**config.mk**
```make
export PLATFORM = sky130hd
export DESIGN_NAME = trigger_monitor_flat
export DESIGN_NICKNAME = d
export VERILOG_FILES = /design/src/rtl/trigger_monitor_pkg.sv /design/src/rtl/trigger_monitor_if.sv /design/src/rtl/trig_edge_sync.sv /design/src/rtl/trigger_monitor.sv /design/src/flat_wrapper.sv
export SDC_FILE = /design/constraint.sdc
export NUM_CORES = 1
export LEC_CHECK = 0
export CAP_MARGIN = 10
export CORE_MARGIN = 2
export CORE_UTILIZATION = 40
export CTS_BUF_LIST = sky130_fd_sc_hd__clkbuf_4
export CTS_CLUSTER_DIAMETER = 60
export DETAILED_ROUTE_END_ITERATION = 16
export HOLD_SLACK_MARGIN = 0.05
export SETUP_SLACK_MARGIN = 0.05
export SYNTH_ARGS = -nofsm -noshare
export SYNTH_HDL_FRONTEND = slang
export SYNTH_SLANG_ARGS = --single-unit
```
**constraint.sdc**
```tcl
create_clock -name clk -period 4.4 [get_ports clk]
set_input_delay 0.44 -clock clk [delete_from_list [all_inputs] [get_ports clk]]
set_output_delay 0.44 -clock clk [all_outputs]
set_load 0.005 [all_outputs]
```
**src/rtl/trigger_monitor_pkg.sv**
```systemverilog
// Shared types and constants for the trigger generator/monitor pair.
// The default period is common to both ends of the trigger line.
package trigger_pkg;

    localparam int TRIG_PERIOD_DEF = 2;

    typedef enum logic [1:0] {
        HUNT,
        ACQ,
        LOCKED,
        RESYNC
    } trig_mon_state_t;

endpackage

```
**src/rtl/trigger_monitor_if.sv**
```systemverilog
// Trigger line bundle between generator (master) and monitor (slave).
// Carries the trigger pulse forward and status/resync back.
interface trigger_monitor_if #(
    parameter int CW = 8
);
    logic          trigger;
    logic          nul;
    logic          locked;
    logic [CW-1:0] period;
    logic          period_valid;
    logic          err;

    modport master (
        output trigger,
        input  nul,
        input  locked,
        input  period,
        input  period_valid,
        input  err
    );

    modport slave (
        input  trigger,
        output nul,
        output locked,
        output period,
        output period_valid,
        output err
    );
endinterface

```
**src/rtl/trig_edge_sync.sv**
```systemverilog
// Two-flop synchroniser for the asynchronous trigger plus a third
// flop for rising-edge detection.
module trig_edge_sync (
    input  logic clk,
    input  logic rst,
    input  logic din,
    output logic rise
);
    logic [2:0] sh;

    always_ff @(posedge clk or negedge rst) begin
        if (!rst) sh <= '0;
        else      sh <= {sh[1:0], din};
    end

    assign rise = sh[1] & ~sh[2];
endmodule

```
**src/rtl/trigger_monitor.sv**
```systemverilog
// Measures trigger spacing, locks onto period N and requests a
// generator resync via nul when lock is lost.
module trigger_monitor
    import trigger_pkg::*;
#(
    parameter int N        = TRIG_PERIOD_DEF,
    parameter int TOL      = 0,
    parameter int LOCK_CNT = 4,
    parameter int ERR_MAX  = 2,
    parameter int NUL_LEN  = 3,
    parameter int CW       = 8
) (
    input logic         clk,
    input logic         rst,
    trigger_monitor_if.slave bus
);
    localparam int GW = $clog2(LOCK_CNT + 1);
    localparam int EW = $clog2(ERR_MAX + 1);
    localparam int LW = $clog2(NUL_LEN + 1);

    localparam logic [CW-1:0] P_LO  = CW'(N - TOL);
    localparam logic [CW-1:0] P_HI  = CW'(N + TOL);
    localparam logic [CW-1:0] T_MAX = CW'(2 * N + 1);

    logic            rise;
    logic            tmo;
    logic            good;
    logic [CW-1:0]   cnt;

    trig_mon_state_t state, state_nx;
    logic [GW-1:0]   good_cnt, good_nx;
    logic [EW-1:0]   err_cnt, err_nx;
    logic [LW-1:0]   nul_cnt, nul_nx;
    logic            pub;
    logic            bad_ev;

    logic [CW-1:0]   period_q;
    logic            pv_q;
    logic            err_q;
    logic            locked_q;
    logic            nul_q;

    trig_edge_sync u_sync (
        .clk  (clk),
        .rst  (rst),
        .din  (bus.trigger),
        .rise (rise)
    );

    // An edge in the timeout cycle takes priority over the timeout.
    assign tmo  = (cnt == T_MAX) && !rise;
    assign good = (cnt >= P_LO) && (cnt <= P_HI);

    always_ff @(posedge clk or negedge rst) begin
        if (!rst)              cnt <= '0;
        else if (rise)         cnt <= CW'(1);
        else if (cnt == T_MAX) cnt <= CW'(1);
        else                   cnt <= cnt + CW'(1);
    end

    always_comb begin
        state_nx = state;
        good_nx  = good_cnt;
        err_nx   = err_cnt;
        nul_nx   = nul_cnt;
        pub      = 1'b0;
        bad_ev   = 1'b0;
        unique case (state)
            HUNT: begin
                if (rise) begin
                    state_nx = ACQ;
                    good_nx  = '0;
                end
            end
            ACQ: begin
                if (rise) begin
                    pub = 1'b1;
                    if (good) begin
                        good_nx = good_cnt + GW'(1);
                        if (good_cnt == GW'(LOCK_CNT - 1)) begin
                            state_nx = LOCKED;
                            err_nx   = '0;
                        end
                    end else begin
                        good_nx = '0;
                    end
                end else if (tmo) begin
                    state_nx = HUNT;
                end
            end
            LOCKED: begin
                if (rise) begin
                    pub    = 1'b1;
                    bad_ev = !good;
                end else begin
                    bad_ev = tmo;
                end
                if (rise && good) begin
                    err_nx = '0;
                end else if (bad_ev) begin
                    err_nx = err_cnt + EW'(1);
                    if (err_cnt == EW'(ERR_MAX - 1)) begin
                        state_nx = RESYNC;
                        nul_nx   = '0;
                    end
                end
            end
            RESYNC: begin
                if (nul_cnt == LW'(NUL_LEN - 1)) state_nx = HUNT;
                else                             nul_nx   = nul_cnt + LW'(1);
            end
            default: state_nx = HUNT;
        endcase
    end

    always_ff @(posedge clk or negedge rst) begin
        if (!rst) begin
            state    <= HUNT;
            good_cnt <= '0;
            err_cnt  <= '0;
            nul_cnt  <= '0;
        end else begin
            state    <= state_nx;
            good_cnt <= good_nx;
            err_cnt  <= err_nx;
            nul_cnt  <= nul_nx;
        end
    end

    // Status flags follow the state register by one cycle.
    always_ff @(posedge clk or negedge rst) begin
        if (!rst) begin
            period_q <= '0;
            pv_q     <= 1'b0;
            err_q    <= 1'b0;
            locked_q <= 1'b0;
            nul_q    <= 1'b0;
        end else begin
            if (pub) period_q <= cnt;
            pv_q     <= pub;
            err_q    <= bad_ev;
            locked_q <= (state == LOCKED);
            nul_q    <= (state == RESYNC);
        end
    end

    assign bus.period       = period_q;
    assign bus.period_valid = pv_q;
    assign bus.err          = err_q;
    assign bus.locked       = locked_q;
    assign bus.nul          = nul_q;
endmodule
```
**src/flat_wrapper.sv**
```systemverilog
// flat-port wrapper written by rule: the top's interface ports become plain ports
module trigger_monitor_flat import trigger_pkg::*;
#(
    parameter int N        = TRIG_PERIOD_DEF,
    parameter int TOL      = 0,
    parameter int LOCK_CNT = 4,
    parameter int ERR_MAX  = 2,
    parameter int NUL_LEN  = 3,
    parameter int CW       = 8
)
  (clk, rst, bus_trigger, bus_nul, bus_locked, bus_period, bus_period_valid, bus_err);
  trigger_monitor_if #(.CW(CW)) bus_i ();
  input logic clk;
  input logic rst;
  input wire logic [$bits(bus_i.trigger)-1:0] bus_trigger;
  output wire logic [$bits(bus_i.nul)-1:0] bus_nul;
  output wire logic [$bits(bus_i.locked)-1:0] bus_locked;
  output wire logic [$bits(bus_i.period)-1:0] bus_period;
  output wire logic [$bits(bus_i.period_valid)-1:0] bus_period_valid;
  output wire logic [$bits(bus_i.err)-1:0] bus_err;
  assign bus_i.trigger = bus_trigger;
  assign bus_nul = bus_i.nul;
  assign bus_locked = bus_i.locked;
  assign bus_period = bus_i.period;
  assign bus_period_valid = bus_i.period_valid;
  assign bus_err = bus_i.err;
  trigger_monitor #(.N(N), .TOL(TOL), .LOCK_CNT(LOCK_CNT), .ERR_MAX(ERR_MAX), .NUL_LEN(NUL_LEN), .CW(CW)) u_core (.clk(clk), .rst(rst), .bus(bus_i));
endmodule
```
# Word-level counts from Yosys, hierarchy flattened
# Index checks and enable logic that the tools add are counted.
# word_totals
ff_bits	32
inputBits	3
output_inout_bits	12
word_cells	85
# classes
add_sub_neg	4
order_cmp	2
n_eq_ne	20
mux	32
bitwise	2
reduce_logical	14
# op_table
op	n
$mux W2	18
$mux W8	2
$ne A2 B1 Y1 const B	7
$reduce_and A5 Y1	2
$mux W3	3
$add A8 B1 Y8 const B	1
$eq A8 B3 Y1 const B	1
$ge A8 B2 Y1 const B	1
$le A8 B2 Y1 const B	1
$pmux W2 S2	2
$pmux W2 S4	1
$reduce_and A8 Y1	1
$eq A2 B2 Y1 const B	3
$ne A3 B1 Y1 const B	2
$ne A3 B3 Y1 const B	2
$pmux W3 S2	1
$reduce_bool A2 Y1	3
$mux W1	5
$add A2 B1 Y2 const B	2
$eq A2 B1 Y1 const B	2
$ne A2 B2 Y1 const B	2
$add A3 B1 Y3 const B	1
$eq A3 B2 Y1 const B	1
$logic_and A1 B1 Y1	3
6 further kinds	7

# Depth between registers and ports, before layout
# Gate-level depths: netlist of the first run.
# logic_depth
depth_word	9
depth_mapped	8

# By module
# A second synthesis of the first run with hierarchy kept.
# unflattened
hier_cells	142
hier_area_um2	1557.7
# by_module_without_submodules
mod	n_inst	cells_each	area_per_inst_um2
trigger_monitor	1	138	1468.9
trig_edge_sync	1	4	88.8

# Least setup slack after synthesis of the first run
# No wires, ideal clock.
# synth_path
path_type	reg-to-reg
start	reg u_core.cnt[0]
end	reg with a tool-made name
setup_time_ns	0.079
arrival_ns	1.778
required_time_ns	4.321
setup_slack_ns	2.543
stages_incl_launch_ff	8
cell_sequence	dfrtp_1 > inv_1 > ha_1 > or4b_1 > o311ai_2 > nand4_2 > nor3_2 > mux2i_1
# synth_lines
item	line	text
from (decl)	trigger_monitor.sv:28	logic [CW-1:0] cnt;
from (signal assigned)	trigger_monitor.sv:58	else cnt <= cnt + CW'(1);

# Worst setup path after layout of the first run
# layout_path
start	reg u_core.cnt[7]
end	reg u_core.err_cnt[1]
# layout_between
elab_chain_len	7
# layout_rtl
item	line	text
$ge A8 B2 Y1 / $le A8 B2 Y1 (equally long branches)	trigger_monitor.sv:52	assign good = (cnt >= P_LO) && (cnt <= P_HI);
$logic_and A1 B1 Y1	trigger_monitor.sv:52	
$logic_not A1 Y1	trigger_monitor.sv:94	bad_ev = !good;
$mux W1	trigger_monitor.sv:92	if (rise) begin
$mux W1	trigger_monitor.sv:68	unique case (state)
$ne A3 B1 Y1 (no line)	-	
$reduce_and A5 Y1 (no line)	-	
to (signal assigned)	trigger_monitor.sv:125	err_cnt <= err_nx;
to (decl)	trigger_monitor.sv:32	logic [EW-1:0] err_cnt, err_nx;
# Parallel ways exist; a longest one is shown, timed or not. The select of a mux whose other input is x is not followed.
# A chain may end at the register's enable or synchronous reset.

==> results of run 1 <==
==> Yosys cell counts, types with 2 or more instances <==
master    count
a21o_1        2
dfrtp_1      32
clkbuf_1      2
xor2_1        5
ha_1         12
nor2b_1       2
nand2b_1      4
inv_1        11
nand4_1       2
nand2_1      10
a21oi_1       2
nand3_1      10
o21ai_0       3
mux2_2        6
o21ai_1       6
o211ai_1      2
nor2_1       11
==> cells by family after synthesis <==
| group | count (synthesis) |
|---|---|
| mux | 8 |
| simple gates | 50 |
| compound gates | 21 |
| flops | 32 |
| fa+ha+maj | 12 |
| buf+inv | 15 |
| xor+xnor | 6 |
==> worst min path at each step <==
stage	start	to	slack, ns	cells after the start
after floorplan	rst	asynchronous set/reset pin	0.14	0
after global placement	u_core.u_sync.sh[0]$_DFF_PN0_	u_core.u_sync.sh[1]$_DFF_PN0_	0.33	0
after detailed placement	u_core.u_sync.sh[0]$_DFF_PN0_	u_core.u_sync.sh[1]$_DFF_PN0_	0.34	0
after CTS	u_core.u_sync.sh[0]$_DFF_PN0_	u_core.u_sync.sh[1]$_DFF_PN0_	0.36	0
after global routing	u_core.u_sync.sh[0]$_DFF_PN0_	u_core.u_sync.sh[1]$_DFF_PN0_	0.36	0
final	u_core.u_sync.sh[0]$_DFF_PN0_	u_core.u_sync.sh[1]$_DFF_PN0_	0.35	0
==> report_power, final <==
part,switching [uW],internal [uW]
logic,174,170
clock network,96.6,73.7
registers,61.2,363
==> worst max-delay path: stages (launching register included) <==
cell and delay [ns]:
dfrtp_1 0.43, or3_1 0.43, o21ai_1 0.69, o21ai_1 0.16, a21o_1 0.21, mux2_1 0.30
==> layout make-up <==
cell class	instances	area [sq um]
Clock buffer	7	52.6
Clock inverter	1	3.75
Fill cell	358	1900
Inverter	12	45.0
Multi-Input combinational cell	97	711
Sequential cell	32	801
Tap cell	48	60.1
Timing Repair Buffer	15	148
==> registers in the layout, indices dropped and copies added, names as in the netlist, named ones only <==
name	cells
u_core.bus.period	8
u_core.bus.err	1
u_core.bus.period_valid	1
u_core.bus.locked	1
u_core.bus.nul	1
u_core.state	1
u_core.u_sync.sh	3
u_core.nul_cnt	2
u_core.good_cnt	3
u_core.err_cnt	2
u_core.cnt	8
==> layer usage <==
layer / share of wire, % / up-vias / GRT usage [%]
li1: - / 539 / -
met1: 45 / 522 / 18.3
met2: 49 / 14 / 24.6
met3: 2.9 / 8 / 3.55
met4: 2.7 / 0 / 8.42
met5: 0 / - / 0
==> metrics by stage <==
step | utilization, % | hold slack [ns] | instances | worst slack, ns | power, uW
final | 49.0 | 0.355 | 212 | 2.07 | 938
after global routing | 49.0 | 0.359 | 212 | 1.93 | 1010
after CTS | 49.0 | 0.358 | 212 | 2.06 | 951
after detailed placement | 47.5 | 0.338 | 204 | 2.08 | 779
after global placement | 47.5 | 0.331 | 204 | 2.15 | 766
after floorplan | - | 0.144 | 144 | 2.54 | 656
==> flow_metrics.env, run 1 <==
export IMPL_synth_compound_area_share_pct=9.08
export IMPL_gp_congestion=0.748
export IMPL_status="finished clean"
export IMPL_arrival_ns=2.56
export IMPL_grt_pass1_wl_um=4910
export IMPL_die_x_um=66.7
export IMPL_synth_area_sq_um=1570
export IMPL_tightest_slew_ns=0.840
export IMPL_initial_core_util_pct=42.3
export IMPL_post_cts_repair_setup_buffers=0
export IMPL_p_per_area_nw_per_um2=515
export IMPL_areaGrowthSynthToFinish_pct=15.8
export IMPL_detail_route_antenna_nets=0
export IMPL_synth_top_family_by_area="simple AND/OR/NAND/NOR gates"
export IMPL_regToRegEndpoint="u_core.err_cnt[1]$_DFFE_PN0P_"
export IMPL_cap_violations=0
export IMPL_fmax_mhz=430
export IMPL_seq_area_frac_synth_pct=51.0
export IMPL_synth_simple_area_share_pct=17.6
export IMPL_grt_pass1_vias=1096
export IMPL_final_setup_viol_count=0
export IMPL_htreeDepth=2
export IMPL_core_area_sq_um=3720
export IMPL_die_h_um=66.7
export IMPL_slew_headroom_pct=43.7
export IMPL_io_buffers=14
export IMPL_row_count=22
export IMPL_ys_types=39
export IMPL_numClockSinks=32
export IMPL_drt_pass1_iter_count=4
export IMPL_crit_path_end="u_core.err_cnt[1]$_DFFE_PN0P_"
export IMPL_ys_warn_count=0
export IMPL_detail_route_wirelength_um=2750
export IMPL_postCtsResizedCells=0
export IMPL_tns_ns=0
export IMPL_crit_start="u_core.cnt[7]$_DFF_PN0_"
export IMPL_peakVddDrop_v=0.000282
export IMPL_num_antenna_cells=0
export IMPL_grt_ovfl_total=0
export IMPL_ys_ff_latch=32
export IMPL_cts_tree="built"
export IMPL_synth_top_area_share_pct=51.0
export IMPL_wl_per_cell_um=13.0
export IMPL_dpl_instance_area_sq_um=1760
export IMPL_io_pins=15
export IMPL_rsz0062_at_grt="false"
export IMPL_syn_avg_cell_area_sq_um=10.9
export IMPL_synthMuxAreaShare_pct=5.65
export IMPL_cp_max_fo=11
export IMPL_synthAdderAreaFrac_pct=9.55
export IMPL_place_hpwl_um=2050
export IMPL_mostFrequentLayoutCells="32 x dfrtp_1, 14 x clkdlybuf4s50_1, 12 x ha_1, 11 x inv_1, 11 x nor2_1"
export IMPL_drive_gt1_share_pct=12.2
export IMPL_required_ns=4.63
export IMPL_hold_buffers=0
export IMPL_fin_crit_ns=2.33
export IMPL_clk_root_buffer_cell="clkbuf_4"
export IMPL_num_vias=1083
export IMPL_cts_buffers=5
export IMPL_drt_iter0_drc=21
export IMPL_antenna_found_initial=0
export IMPL_drc=0
export IMPL_final_period_utilization_pct=52.9
export IMPL_r2r_start="u_core.cnt[7]$_DFF_PN0_"
export IMPL_leakagePower_uw=0.000840
export IMPL_clk_pin_slew_ns=0.10
export IMPL_hold_viol=0
export IMPL_syn_num_nets=159
export IMPL_hold_class="register to register"
export IMPL_die_area_sq_um=4450
export IMPL_final_net_count=178
export IMPL_drv_slew=0
export IMPL_fin_skew_ns=0.0157
export IMPL_via_per_inst=5.11
export IMPL_clkLatencyLatePin_ns=0.34
export IMPL_synth_edf_count=0
export IMPL_syn_inst=144
export IMPL_crit_type="register to register"
export IMPL_reg2reg_slack_ns=2.07
export IMPL_synth_area_leaders="dfrtp_1 51%, ha_1 9.6%, mux2_2 4.3%"
export IMPL_yosysTopAreaCell="dfrtp_1"
export IMPL_start_kind="register"
export IMPL_final_cell_area_sq_um=1820
export IMPL_grt_max_degree=33
export IMPL_synthArstFlopShare_pct=100
export IMPL_ff2ff_path_depth=5
export IMPL_synth_xor_area_share_pct=3.34
export IMPL_final_common_cell="dfrtp_1"
export IMPL_clk_path_buf_depth=2
export IMPL_ys_flop_type="dfrtp_1"
export IMPL_grt_usage_pct=15.1
export IMPL_end_kind="register"
Power figures use the tool's default switching activity.
==> inputs of run 2 (changes only) <==
Clock period 4.4 ns to 2.1 ns, I/O delays scaled along.
==> run 2 against run 1 <==
Die area unchanged. Global-route usage increased by 0.63 points. Sequential cell count unchanged. Utilization increased by 0.91 points. Via count increased by 2.4%.
==> flow_metrics.env, run 2 (synthesis results as in run 1) <==
export IMPL_arrival_ns=2.19
export IMPL_leakagePower_uw=0.000862
export IMPL_wl_per_cell_um=13.3
export IMPL_cap_violations=0
export IMPL_required_ns=2.35
export IMPL_clk_pin_slew_ns=0.10
export IMPL_htreeDepth=2
export IMPL_fin_skew_ns=0.00849
export IMPL_post_cts_repair_setup_buffers=0
export IMPL_die_area_sq_um=4450
export IMPL_reg2reg_slack_ns=0.16
export IMPL_gp_congestion=0.814
export IMPL_detail_route_wirelength_um=2860
export IMPL_hold_buffers=0
export IMPL_end_kind="register"
export IMPL_final_cells=216
export IMPL_num_vias=1109
export IMPL_gr_usage_met3_pct=5.24
export IMPL_final_net_count=182
export IMPL_final_setup_viol_count=0
export IMPL_peakVddDrop_v=0.000539
export IMPL_io_buffers=14
export IMPL_core_area_sq_um=3720
export IMPL_grt_usage_pct=15.7
export IMPL_mostFrequentLayoutCells="32 x dfrtp_1, 14 x clkdlybuf4s50_1, 12 x ha_1, 11 x inv_1, 11 x nor2_1"
export IMPL_dp_cells=208
export IMPL_die_x_um=66.7
export IMPL_busiest_layer="met2"
export IMPL_die_h_um=66.7
export IMPL_numClockSinks=32
export IMPL_grt_max_degree=33
export IMPL_clkLatencyLatePin_ns=0.33
export IMPL_fin_util_pct=49.9
export IMPL_initial_core_util_pct=42.3
export IMPL_drt_iter0_drc=37
export IMPL_setup_ws_ns=0.161
export IMPL_p_per_area_nw_per_um2=1080
export IMPL_antenna_found_initial=0
export IMPL_row_count=22
export IMPL_final_period_utilization_pct=92.4
export IMPL_drive_gt1_share_pct=14.9
export IMPL_grt_pass1_vias=1149
export IMPL_clk_root_buffer_cell="clkbuf_4"
export IMPL_areaGrowthSynthToFinish_pct=18.0
export IMPL_hold_class="primary input to asynchronous set/reset pin"
export IMPL_detail_route_antenna_nets=0
export IMPL_grtUsageMet2_pct=26.1
export IMPL_tns_ns=0
export IMPL_cts_buffers=5
export IMPL_grtUsageMet1_pct=18.9
export IMPL_drt_pass1_iter_count=4
export IMPL_slew_headroom_pct=70.8
export IMPL_rsz0062_at_grt="false"
export IMPL_crit_type="register to register"
export IMPL_postCtsResizedCells=0
export IMPL_drc=0
export IMPL_status="finished clean"
export IMPL_io_pins=15
export IMPL_tightest_slew_ns=0.437
export IMPL_cp_max_fo=6
export IMPL_place_hpwl_um=2120
export IMPL_fin_crit_ns=1.94
export IMPL_via_per_inst=5.13
export IMPL_start_kind="register"
export IMPL_num_antenna_cells=0
export IMPL_cts_tree="built"
export IMPL_final_common_cell="dfrtp_1"
export IMPL_clk_path_buf_depth=2
export IMPL_grt_pass1_wl_um=5150
export IMPL_place_ws_ns=0.176
export IMPL_fmax_mhz=516
export IMPL_drv_slew=0
export IMPL_hold_viol=0
export IMPL_grt_ovfl_total=0
## run 2: changes by cell type in the layout (fill, tap and decap cells not counted)
cell / delta
o21ai_1: -1
buf_4: +4
o21ai_2: +1
## run 2: layout make-up
type / instances / area, sq um
fill: 352 / 1860
clock buffer: 7 / 52.6
multi-input combinational: 97 / 714
timing repair buffer: 19 / 178
clock inverter: 1 / 3.75
tap: 48 / 60.1
inverter: 12 / 45.0
sequential: 32 / 801
## run 2: critical path: stages (launching register included)
cell      delay (ns)
dfrtp_1         0.44
ha_1            0.19
or4b_1          0.46
o311ai_2        0.25
nand4_2         0.18
nor3_2          0.16
mux2i_1         0.19
## run 2: stage by stage
| stage | hold slack [ns] | area [sq um] | total power (uW) |
|---|---|---|---|
| 2_1_floorplan | -0.0856 | 1570 | 1380 |
| 3_3_place_gp | 0.332 | 1790 | 1640 |
| 3_5_place_dp | 0.338 | 1790 | 1670 |
| 4_1_cts | 0.283 | 1850 | 2030 |
| 5_1_grt | 0.300 | 1850 | 2190 |
| 6_report | 0.276 | 1850 | 2010 |
## run 2: routing by layer
metal | wire length (um) | share of wire, % | vias up
met5 | 0 | 0 | -
met4 | 42 | 1.5 | 0
met3 | 111 | 3.9 | 5
met2 | 1450 | 51 | 14
met1 | 1260 | 44 | 545
li1 | - | - | 545
## run 2: power by group
part	switching, uW	internal (uW)	total (uW)
Sequential	106	760	866
Combinational	407	386	794
Clock	193	154	348
Total	707	1300	2010
## run 2: path summary, 6_finish.rpt
kind,to,depth (start not counted),from
max,register,6,u_core.cnt[1]$_DFF_PN0_
min,u_core.bus.locked$_DFF_PN0_,2,rst
max reg2reg,register,6,u_core.cnt[1]$_DFF_PN0_
min reg2reg,u_core.u_sync.sh[1]$_DFF_PN0_,0,u_core.u_sync.sh[0]$_DFF_PN0_
max in group asynchronous,u_core.u_sync.sh[0]$_DFF_PN0_,2,rst
min in group clk,u_core.u_sync.sh[0]$_DFF_PN0_,1,bus_trigger
